**src/rtl/data_pipe_pkg.sv**
```systemverilog
// Shared types and helpers for the multi-source data pipe interconnect and its arbiter.
package data_pipe_pkg;

  typedef enum logic [2:0] {
    IDLE   = 3'd0,
    ARB    = 3'd1,
    SETTLE = 3'd2,
    GRANT  = 3'd3,
    DRAIN  = 3'd4
  } arb_state_t;

  // Connector plus one overflow buffer can hold at most two beats in flight.
  localparam int unsigned OUT_CNT_W = 2;
  localparam int unsigned OUT_MAX   = 2;

  function automatic int unsigned nsize_f(input int unsigned num);
    if (num <= 2) return 1;
    else if (num <= 4) return 2;
    else if (num <= 8) return 3;
    else if (num <= 16) return 4;
    else return 5;
  endfunction

endpackage

```
**src/rtl/rr_pick.sv**
```systemverilog
// Round-robin search: first set req bit starting at ptr+1, wrapping modulo NUM.
module rr_pick
  import data_pipe_pkg::*;
#(
  parameter int unsigned NUM   = 8,
  parameter int unsigned NSIZE = nsize_f(NUM)
) (
  input  logic [NUM-1:0]   req,
  input  logic [NSIZE-1:0] ptr,
  output logic [NSIZE-1:0] winner,
  output logic             any
);

  logic [NSIZE-1:0] idx;

  // Walk from the farthest candidate back to ptr+1 so the nearest one wins.
  always_comb begin
    winner = '0;
    idx    = '0;
    any    = |req;
    for (int unsigned i = NUM; i > 0; i--) begin
      idx = NSIZE'((32'(ptr) + i) % NUM);
      if (req[idx]) winner = idx;
    end
  end

endmodule

```
**src/rtl/data_pipe_rr_arbiter.sv**
```systemverilog
// Round-robin burst arbiter driving the interconnect path select; drains in-flight
// beats before every path switch.
module data_pipe_rr_arbiter
  import data_pipe_pkg::*;
#(
  parameter int unsigned NUM   = 8,
  parameter int unsigned BURST = 16,
  parameter int unsigned GAP   = 4,
  parameter int unsigned NSIZE = nsize_f(NUM)
) (
  input  logic             clock,
  input  logic             rst,
  input  logic             clk_en,
  input  logic [NUM-1:0]   req,
  input  logic             up_fire,
  input  logic             down_fire,
  input  logic [NSIZE-1:0] curr_path,
  output logic [NSIZE-1:0] sw,
  output logic             vld_sw,
  output logic [NUM-1:0]   grant,
  output logic             busy,
  output logic             err
);

  localparam int unsigned BW = $clog2(BURST) + 1;
  localparam int unsigned GW = $clog2(GAP) + 1;

  arb_state_t           state_q, state_d;
  logic [NSIZE-1:0]     sw_q, sw_d;
  logic [NSIZE-1:0]     ptr_q, ptr_d;
  logic [BW-1:0]        bcnt_q, bcnt_d;
  logic [GW-1:0]        gcnt_q, gcnt_d;
  logic [OUT_CNT_W-1:0] out_cnt_q, out_cnt_d;
  logic                 err_q, err_d;

  logic [NSIZE-1:0] winner;
  logic             any_req;
  logic             req_sw;
  logic             last_fire;

  rr_pick #(.NUM(NUM), .NSIZE(NSIZE)) u_pick (
    .req    (req),
    .ptr    (ptr_q),
    .winner (winner),
    .any    (any_req)
  );

  assign req_sw    = req[sw_q];
  assign last_fire = up_fire && (bcnt_q == BW'(BURST - 1));

  always_comb begin
    state_d   = state_q;
    sw_d      = sw_q;
    ptr_d     = ptr_q;
    bcnt_d    = bcnt_q;
    gcnt_d    = gcnt_q;
    out_cnt_d = out_cnt_q;
    err_d     = err_q;
    vld_sw    = 1'b0;

    // Outstanding beats between the source handshake and the sink handshake.
    case ({up_fire, down_fire})
      2'b10: begin
        if (out_cnt_q == OUT_CNT_W'(OUT_MAX)) err_d = 1'b1;
        else out_cnt_d = out_cnt_q + OUT_CNT_W'(1);
      end
      2'b01: begin
        if (out_cnt_q == '0) err_d = 1'b1;
        else out_cnt_d = out_cnt_q - OUT_CNT_W'(1);
      end
      default: ;
    endcase

    case (state_q)
      IDLE: begin
        if (|req) state_d = ARB;
      end
      ARB: begin
        if (any_req) begin
          sw_d    = winner;
          ptr_d   = winner;
          state_d = SETTLE;
        end else begin
          state_d = IDLE;
        end
      end
      SETTLE: begin
        bcnt_d = '0;
        gcnt_d = '0;
        if (curr_path == sw_q) state_d = GRANT;
      end
      GRANT: begin
        // Dropped in the same cycle as the final beat so ready falls right after it.
        vld_sw = !last_fire;
        bcnt_d = bcnt_q + BW'(up_fire);
        gcnt_d = req_sw ? '0 : gcnt_q + GW'(1);
        if (last_fire || (!req_sw && gcnt_q == GW'(GAP - 1))) state_d = DRAIN;
      end
      DRAIN: begin
        if (out_cnt_q == '0 && !up_fire) state_d = ARB;
      end
      default: state_d = IDLE;
    endcase
  end

  always_ff @(posedge clock) begin
    if (rst) begin
      state_q   <= IDLE;
      sw_q      <= '0;
      ptr_q     <= NSIZE'(NUM - 1);
      bcnt_q    <= '0;
      gcnt_q    <= '0;
      out_cnt_q <= '0;
      err_q     <= 1'b0;
    end else if (clk_en) begin
      state_q   <= state_d;
      sw_q      <= sw_d;
      ptr_q     <= ptr_d;
      bcnt_q    <= bcnt_d;
      gcnt_q    <= gcnt_d;
      out_cnt_q <= out_cnt_d;
      err_q     <= err_d;
    end
  end

  always_comb begin
    grant = '0;
    if (state_q == GRANT) grant[sw_q] = 1'b1;
  end

  assign sw   = sw_q;
  assign busy = (state_q != IDLE);
  assign err  = err_q;

endmodule

```
**config.mk**
```make
export PLATFORM = sky130hd
export DESIGN_NAME = data_pipe_rr_arbiter
export DESIGN_NICKNAME = d
export VERILOG_FILES = /design/src/rtl/data_pipe_pkg.sv /design/src/rtl/rr_pick.sv /design/src/rtl/data_pipe_rr_arbiter.sv
export SDC_FILE = /design/constraint.sdc
export NUM_CORES = 1
export LEC_CHECK = 0
export CAP_MARGIN = 20
export CORE_UTILIZATION = 59
export DETAILED_ROUTE_END_ITERATION = 6
export PLACE_DENSITY = 0.93
export SLEW_MARGIN = 0
export SYNTH_ARGS = -nofsm -noshare
export SYNTH_HDL_FRONTEND = slang
export SYNTH_HIERARCHICAL = 1
export SYNTH_SLANG_ARGS = --single-unit
```
**constraint.sdc**
```tcl
create_clock -name clock -period 8.9 [get_ports clock]
set_input_delay 2.67 -clock clock [delete_from_list [all_inputs] [get_ports clock]]
set_output_delay 2.67 -clock clock [all_outputs]
set_load 0.1 [all_outputs]
```
==> results of run 1 <==
final cells by class:
| cell class | instances | area (um^2) | share of cell area (%) |
|---|---|---|---|
| Sequential cell | 20 | 400.4 | 17.06 |
| Clock buffer | 3 | 22.52 | 0.9595 |
| Multi-Input combinational cell | 198 | 1504 | 64.07 |
| Inverter | 12 | 45.04 | 1.919 |
| Timing Repair Buffer | 29 | 290.3 | 12.37 |
| Clock inverter | 1 | 30.03 | 1.279 |
| Tap cell | 44 | 55.05 | 2.345 |
through the flow:
stage	instances	util, %	cell area, um^2	setup WS [ns]	hold slack [ns]
after detailed placement	303	72.78	2295	1.509	0.4566
after CTS	307	74.44	2347	1.484	0.4732
after global placement	303	72.78	2295	1.536	0.4455
final	307	74.44	2347	1.470	0.4739
after global routing	307	74.44	2347	1.417	0.5020
after floorplan	246	-	2037	1.880	0.4356
layer usage:
metal  global-route usage [%]  part of all wire (%)  up-vias
li1                         -                     -      988
met1                    40.69                    41     1002
met2                    51.65                    49      116
met3                    4.904                   8.2       18
met4                    10.39                   2.3        0
met5                        0                     0        -
worst reg2reg max path, cell delays in order (launching register included):
cell and delay, ns:
dfxtp_1 0.77, inv_1 0.27, ha_1 0.67, mux4_2 0.64, mux2_2 0.34, nand2b_1 0.17, o21ai_0 0.22, nor2_1 0.08
a21oi_1 0.18, nand3_1 0.11, a21oi_1 0.13
power breakdown:
part / leakage (nW) / internal (mW) / switching (mW)
Clock: 0.0279 / 0.0456 / 0.0303
Sequential: 0.162 / 0.0932 / 0.0126
Combinational: 0.705 / 0.0580 / 0.0814
Total: 0.895 / 0.197 / 0.124
registers in the layout, summed over array words and instances, names as in the netlist:
register	flops
bcnt_q	5
err	1
ptr_q	3
gcnt_q	3
sw	3
state_q	3
out_cnt_q	2
worst paths after layout:
path	endpoint	slack, ns	cells after the start
worst max-delay path	vld_sw	1.47	4
worst max register to register	sw[1]$_SDFFE_PP0P_	5.23	10
worst min register to register	gcnt_q[1]$_SDFFE_PP0P_	0.47	2
worst min-delay path	gcnt_q[1]$_SDFFE_PP0P_	0.47	2
cell families after synthesis:
group / share of synthesized area [%]
xor+xnor: 2.580
mux: 21.74
simple gates: 21.99
compound gates: 22.60
flops: 19.66
buf+inv: 6.511
fa+ha+maj: 4.914
cells in the final DEF (no fill, tap or decap), types with 2 or more instances in the layout:
cell type,instances
a221o_1,4
nand3_1,10
o21ai_0,11
ha_1,8
nand2_1,20
and3_1,3
nand3b_1,4
a221oi_1,6
dfxtp_1,20
nand4_1,5
nor2b_1,4
o311ai_0,2
o22ai_1,4
xor2_1,5
mux4_2,6
o21ai_1,2
clkbuf_4,3
o31ai_1,2
mux2_2,8
mux4_1,4
a21oi_1,19
a31oi_1,4
clkdlybuf4s50_1,29
a211oi_1,3
nor4_1,6
nand2b_1,7
nor3_1,9
inv_1,12
mux2_4,2
mux2i_1,6
nor2_1,18
==> flow_metrics.tcl, run 1 <==
set metrics [dict create \
    synth_area_um2 2037 \
    tns_ns 0 \
    slowest_delay_ns 1.16 \
    ios 30 \
    cap_violations 0 \
    nNetsFinal 288 \
    path_delay_family "buffers and inverters" \
    cts_made_buffers 3 \
    finalMaxSlewViolations 0 \
    fillCellCount 258 \
    fin_crit_sh_pct 83.48 \
    syn_nets 270 \
    yosys_warnings 6 \
    clk_pin_slew_ns 0.12 \
    remaining_drc_errors 0 \
    startpoint "up_fire" \
    yosysTopAreaCell "dfxtp_1" \
    cts_tree "done" \
    worst_path_most_repeated_cell "clkdlybuf4s50_1" \
    ys_ff_latch 20 \
    synth-edff-count 0 \
    grt_usage_pct 30.86 \
    grt_antenna_before_repair 0 \
    synth.distinct_cells 48 \
    drtAntennaViolNets 0 \
    postCtsSetupBuffers 0 \
    worstSkewPairLatency_ns 0.31 \
    maxSlewHeadroom_pct 33.49 \
    finalWirelength_um 5242 \
    post-dp-hpwl_um 3860 \
    rsz0062_at_grt "no" \
    synth_top_flop_cell "dfxtp_1" \
    status "finished clean" \
    die-area_um2 3691 \
    hold_path.class "reg2reg" \
    dr.pass1.iters 5 \
    ys_seq_area_share_pct 19.66 \
    grt_pass1_vias 1869 \
    gr-total-overflow 0 \
    ctsHoldBuffers 0 \
    total_power_mw 0.3210 \
    vias 2124 \
    clockBufferDepth 2 \
    arrival_ns 4.76 \
    wl_per_cell_um 17.07 \
    place.port_buffers 29 \
    clock_skew_ns 0.003949 \
    synth_common_cells "20 x dfxtp_1, 20 x nand2_1, 19 x a21oi_1, 18 x nor2_1, 12 x inv_1" \
    leakage_nw 0.8954 \
    drive_gt1_share_pct 8.745 \
    r2r-start "ptr_q[1]$_SDFFE_PP1P_" \
    die_w_um 60.76 \
    end_kind "output port" \
    cellPowerDensity_nw_per_um2 136.7 \
    n_antenna_cell 0 \
    die_y_um 60.76 \
    path_buf_inv 2 \
    htreeDepth 1 \
    peakVddDrop_mv 0.1232 \
    grt_pass1_wl_um 8438 \
    fp.coreArea_um2 3153 \
    gp_congestion 0.8919 \
    cts_sinks 20 \
    worst-setup-path-type "in2out" \
    slowest_stage "clkdlybuf4s50_1" \
    via_per_inst 6.919 \
    hold_start "gcnt_q[1]$_SDFFE_PP0P_" \
    drt_iter0_markers 222 \
    num_rows 20 \
    fmax_mhz 134.6 \
    area_growth_pct 15.23 \
    synth.area.top_cells "dfxtp_1 20%, mux4_2 6.6%, mux4_1 5.2%" \
    synth_top_cell_area_share_pct 19.66 \
    start_kind "input pin" \
    path_cells "clkdlybuf4s50_1 -> and3_1 -> a21oi_1 -> clkdlybuf4s50_1" \
    cts_resized 0 \
    period_needed_ns 7.430 \
    start_util_pct 64.60 \
    final_hold_viol_count 0 \
    critPathRequiredTime_ns 6.23 \
    finalSetupViolations 0 \
    worst-path-max-fanout 5 \
    worst_pin_slew_ns 0.9945 \
    grt_max_degree 21 \
    ys_async_sr_fraction_pct 0 \
    syn_avg_cell_area_um2 8.280 \
    synthCells 246 \
    cts_root_buffer "clkbuf_4" \
]
No activity file was read; power rests on OpenSTA's default activity.
==> inputs of run 2 (changes only) <==
- CORE_UTILIZATION: 59 -> 55
- PLACE_DENSITY: 0.93 -> 0.88
- clock period: 8.9 -> 7.3 ns (I/O delays scaled with it)
==> flow_metrics.tcl, run 2 (synthesized netlist as in run 1, its figures left out) <==
set metrics [dict create \
    multi_input_area_um2 1504 \
    maxSlewHeadroom_pct 35.22 \
    drtAntennaViolNets 0 \
    tns_ns 0 \
    worst-setup-path-type "in2out" \
    clk_pin_slew_ns 0.08 \
    postCtsSetupBuffers 0 \
    drive_gt1_share_pct 9.125 \
    ctsHoldBuffers 0 \
    gp_congestion 0.8949 \
    fin_crit_sh_pct 76.41 \
    finalMaxSlewViolations 0 \
    r2r-start "ptr_q[1]$_SDFFE_PP1P_" \
    dr.pass1.iters 4 \
    final_hold_viol_count 0 \
    place.port_buffers 29 \
    status "finished clean" \
    arrival_ns 3.39 \
    cap_violations 0 \
    rsz0062_at_grt "no" \
    grt_pass1_vias 1875 \
    cts_made_buffers 3 \
    clockBufferDepth 2 \
    worst-path-max-fanout 5 \
    cts_root_buffer "clkbuf_8" \
    nNetsFinal 288 \
    wl_per_cell_um 15.39 \
    grt_usage_pct 26.25 \
    hold_end "gcnt_q[1]$_SDFFE_PP0P_" \
    r2r_cells 10 \
    layout.cells.most_common_list "28 x clkdlybuf4s50_1, 20 x nand2_1, 20 x dfxtp_1" \
    die_w_um 62.86 \
    grt_antenna_before_repair 0 \
    via_per_inst 6.557 \
    largest_register_ffs 5 \
    htreeDepth 1 \
    start_util_pct 59.18 \
    n_antenna_cell 0 \
    worstSkewPairLatency_ns 0.26 \
    hold_depth 2 \
    ios 30 \
    dp_slack_ns 1.720 \
    peakVddDrop_mv 0.1254 \
    wl_met2_um 2256 \
    r2r_end "sw[2]$_SDFFE_PP0P_" \
    die-area_um2 3951 \
    route.met3.wl_um 302 \
    vias 2026 \
    top_register "bcnt_q" \
    remaining_drc_errors 0 \
    die_y_um 62.86 \
    wl_met1_um 2078 \
    grt_pass1_wl_um 8473 \
    area_growth_pct 15.36 \
    hold_start "gcnt_q[1]$_SDFFE_PP0P_" \
    drt_iter0_markers 162 \
    period_needed_ns 5.578 \
    cts_resized 0 \
    post-dp-hpwl_um 3483 \
    finalWirelength_um 4754 \
    finalSetupViolations 0 \
    highest_layer "met4" \
    gr-total-overflow 0 \
    fp.coreArea_um2 3442 \
    fillCellCount 282 \
    rrSetupSlack_ns 3.75 \
    worst_slack_ns 1.722 \
    register_area_um2 400.4 \
    worst_pin_slew_ns 0.9687 \
    layout_commonest_cell "clkdlybuf4s50_1" \
    hold_path.class "reg2reg" \
    cts_tree "done" \
    num_rows 21 \
    grt_max_degree 21 \
    clock_skew_ns 0.005774 \
    startpoint "up_fire" \
    leakage_nw 0.8983 \
    end_kind "output port" \
    critPathRequiredTime_ns 5.11 \
    cellPowerDensity_nw_per_um2 161.6 \
    fmax_mhz 179.3 \
    cts_sinks 20 \
    start_kind "input pin" \
]
==> run 2: changes by cell type in the layout (fill, tap and decap cells not counted) <==
| cell | previous run | this run |
|---|---|---|
| clkbuf_8 | 0 | 4 |
| clkbuf_4 | 3 | 0 |
| buf_4 | 0 | 1 |
| bufinv_16 | 1 | 0 |
| clkdlybuf4s50_1 | 29 | 28 |
==> run 2: worst max-delay path by stage <==
| stage | cells past startpoint | slack [ns] | to |
|---|---|---|---|
| finish | 4 | 1.72 | vld_sw |
| global route | 4 | 1.69 | vld_sw |
| CTS | 4 | 1.72 | vld_sw |
| detailed placement | 4 | 1.72 | vld_sw |
| global placement | 4 | 1.71 | vld_sw |
| floorplan | 2 | 1.20 | grant[0] |
==> run 2: worst max-delay path, stage by stage <==
cell,delay [ns]
clkdlybuf4s50_1,0.48
and3_1,0.25
a21oi_1,0.16
buf_4,0.31
==> run 2: report_power, final <==
part,internal (mW),switching [mW]
registers,0.114,0.0150
clock network,0.0480,0.0362
logic,0.0705,0.0966
total,0.232,0.148
==> run 2: metal layers <==
layer | track usage [%] | vias up
li1 | - | 985
met1 | 34.27 | 940
met2 | 43.34 | 85
met3 | 4.015 | 16
met4 | 9.884 | 0
met5 | 0 | -
==> run 2: layout make-up <==
class,count,area share [%]
inverter,12,1.917
clock buffer,4,2.343
tap,46,2.449
timing repair buffer,29,12.25
multi-input combinational,198,64.00
sequential,20,17.04
==> run 2: stage by stage <==
step,cells,hold WS [ns],total power [mW],util [%],instance area (um^2)
3_5_place_dp,305,0.4514,0.2951,66.67,2295
6_report,309,0.4622,0.3798,68.27,2350
2_1_floorplan,246,0.4356,0.2589,-,2037
5_1_grt,309,0.4864,0.4060,68.27,2350
3_3_place_gp,305,0.4470,0.2915,66.67,2295
4_1_cts,309,0.4626,0.3790,68.27,2350
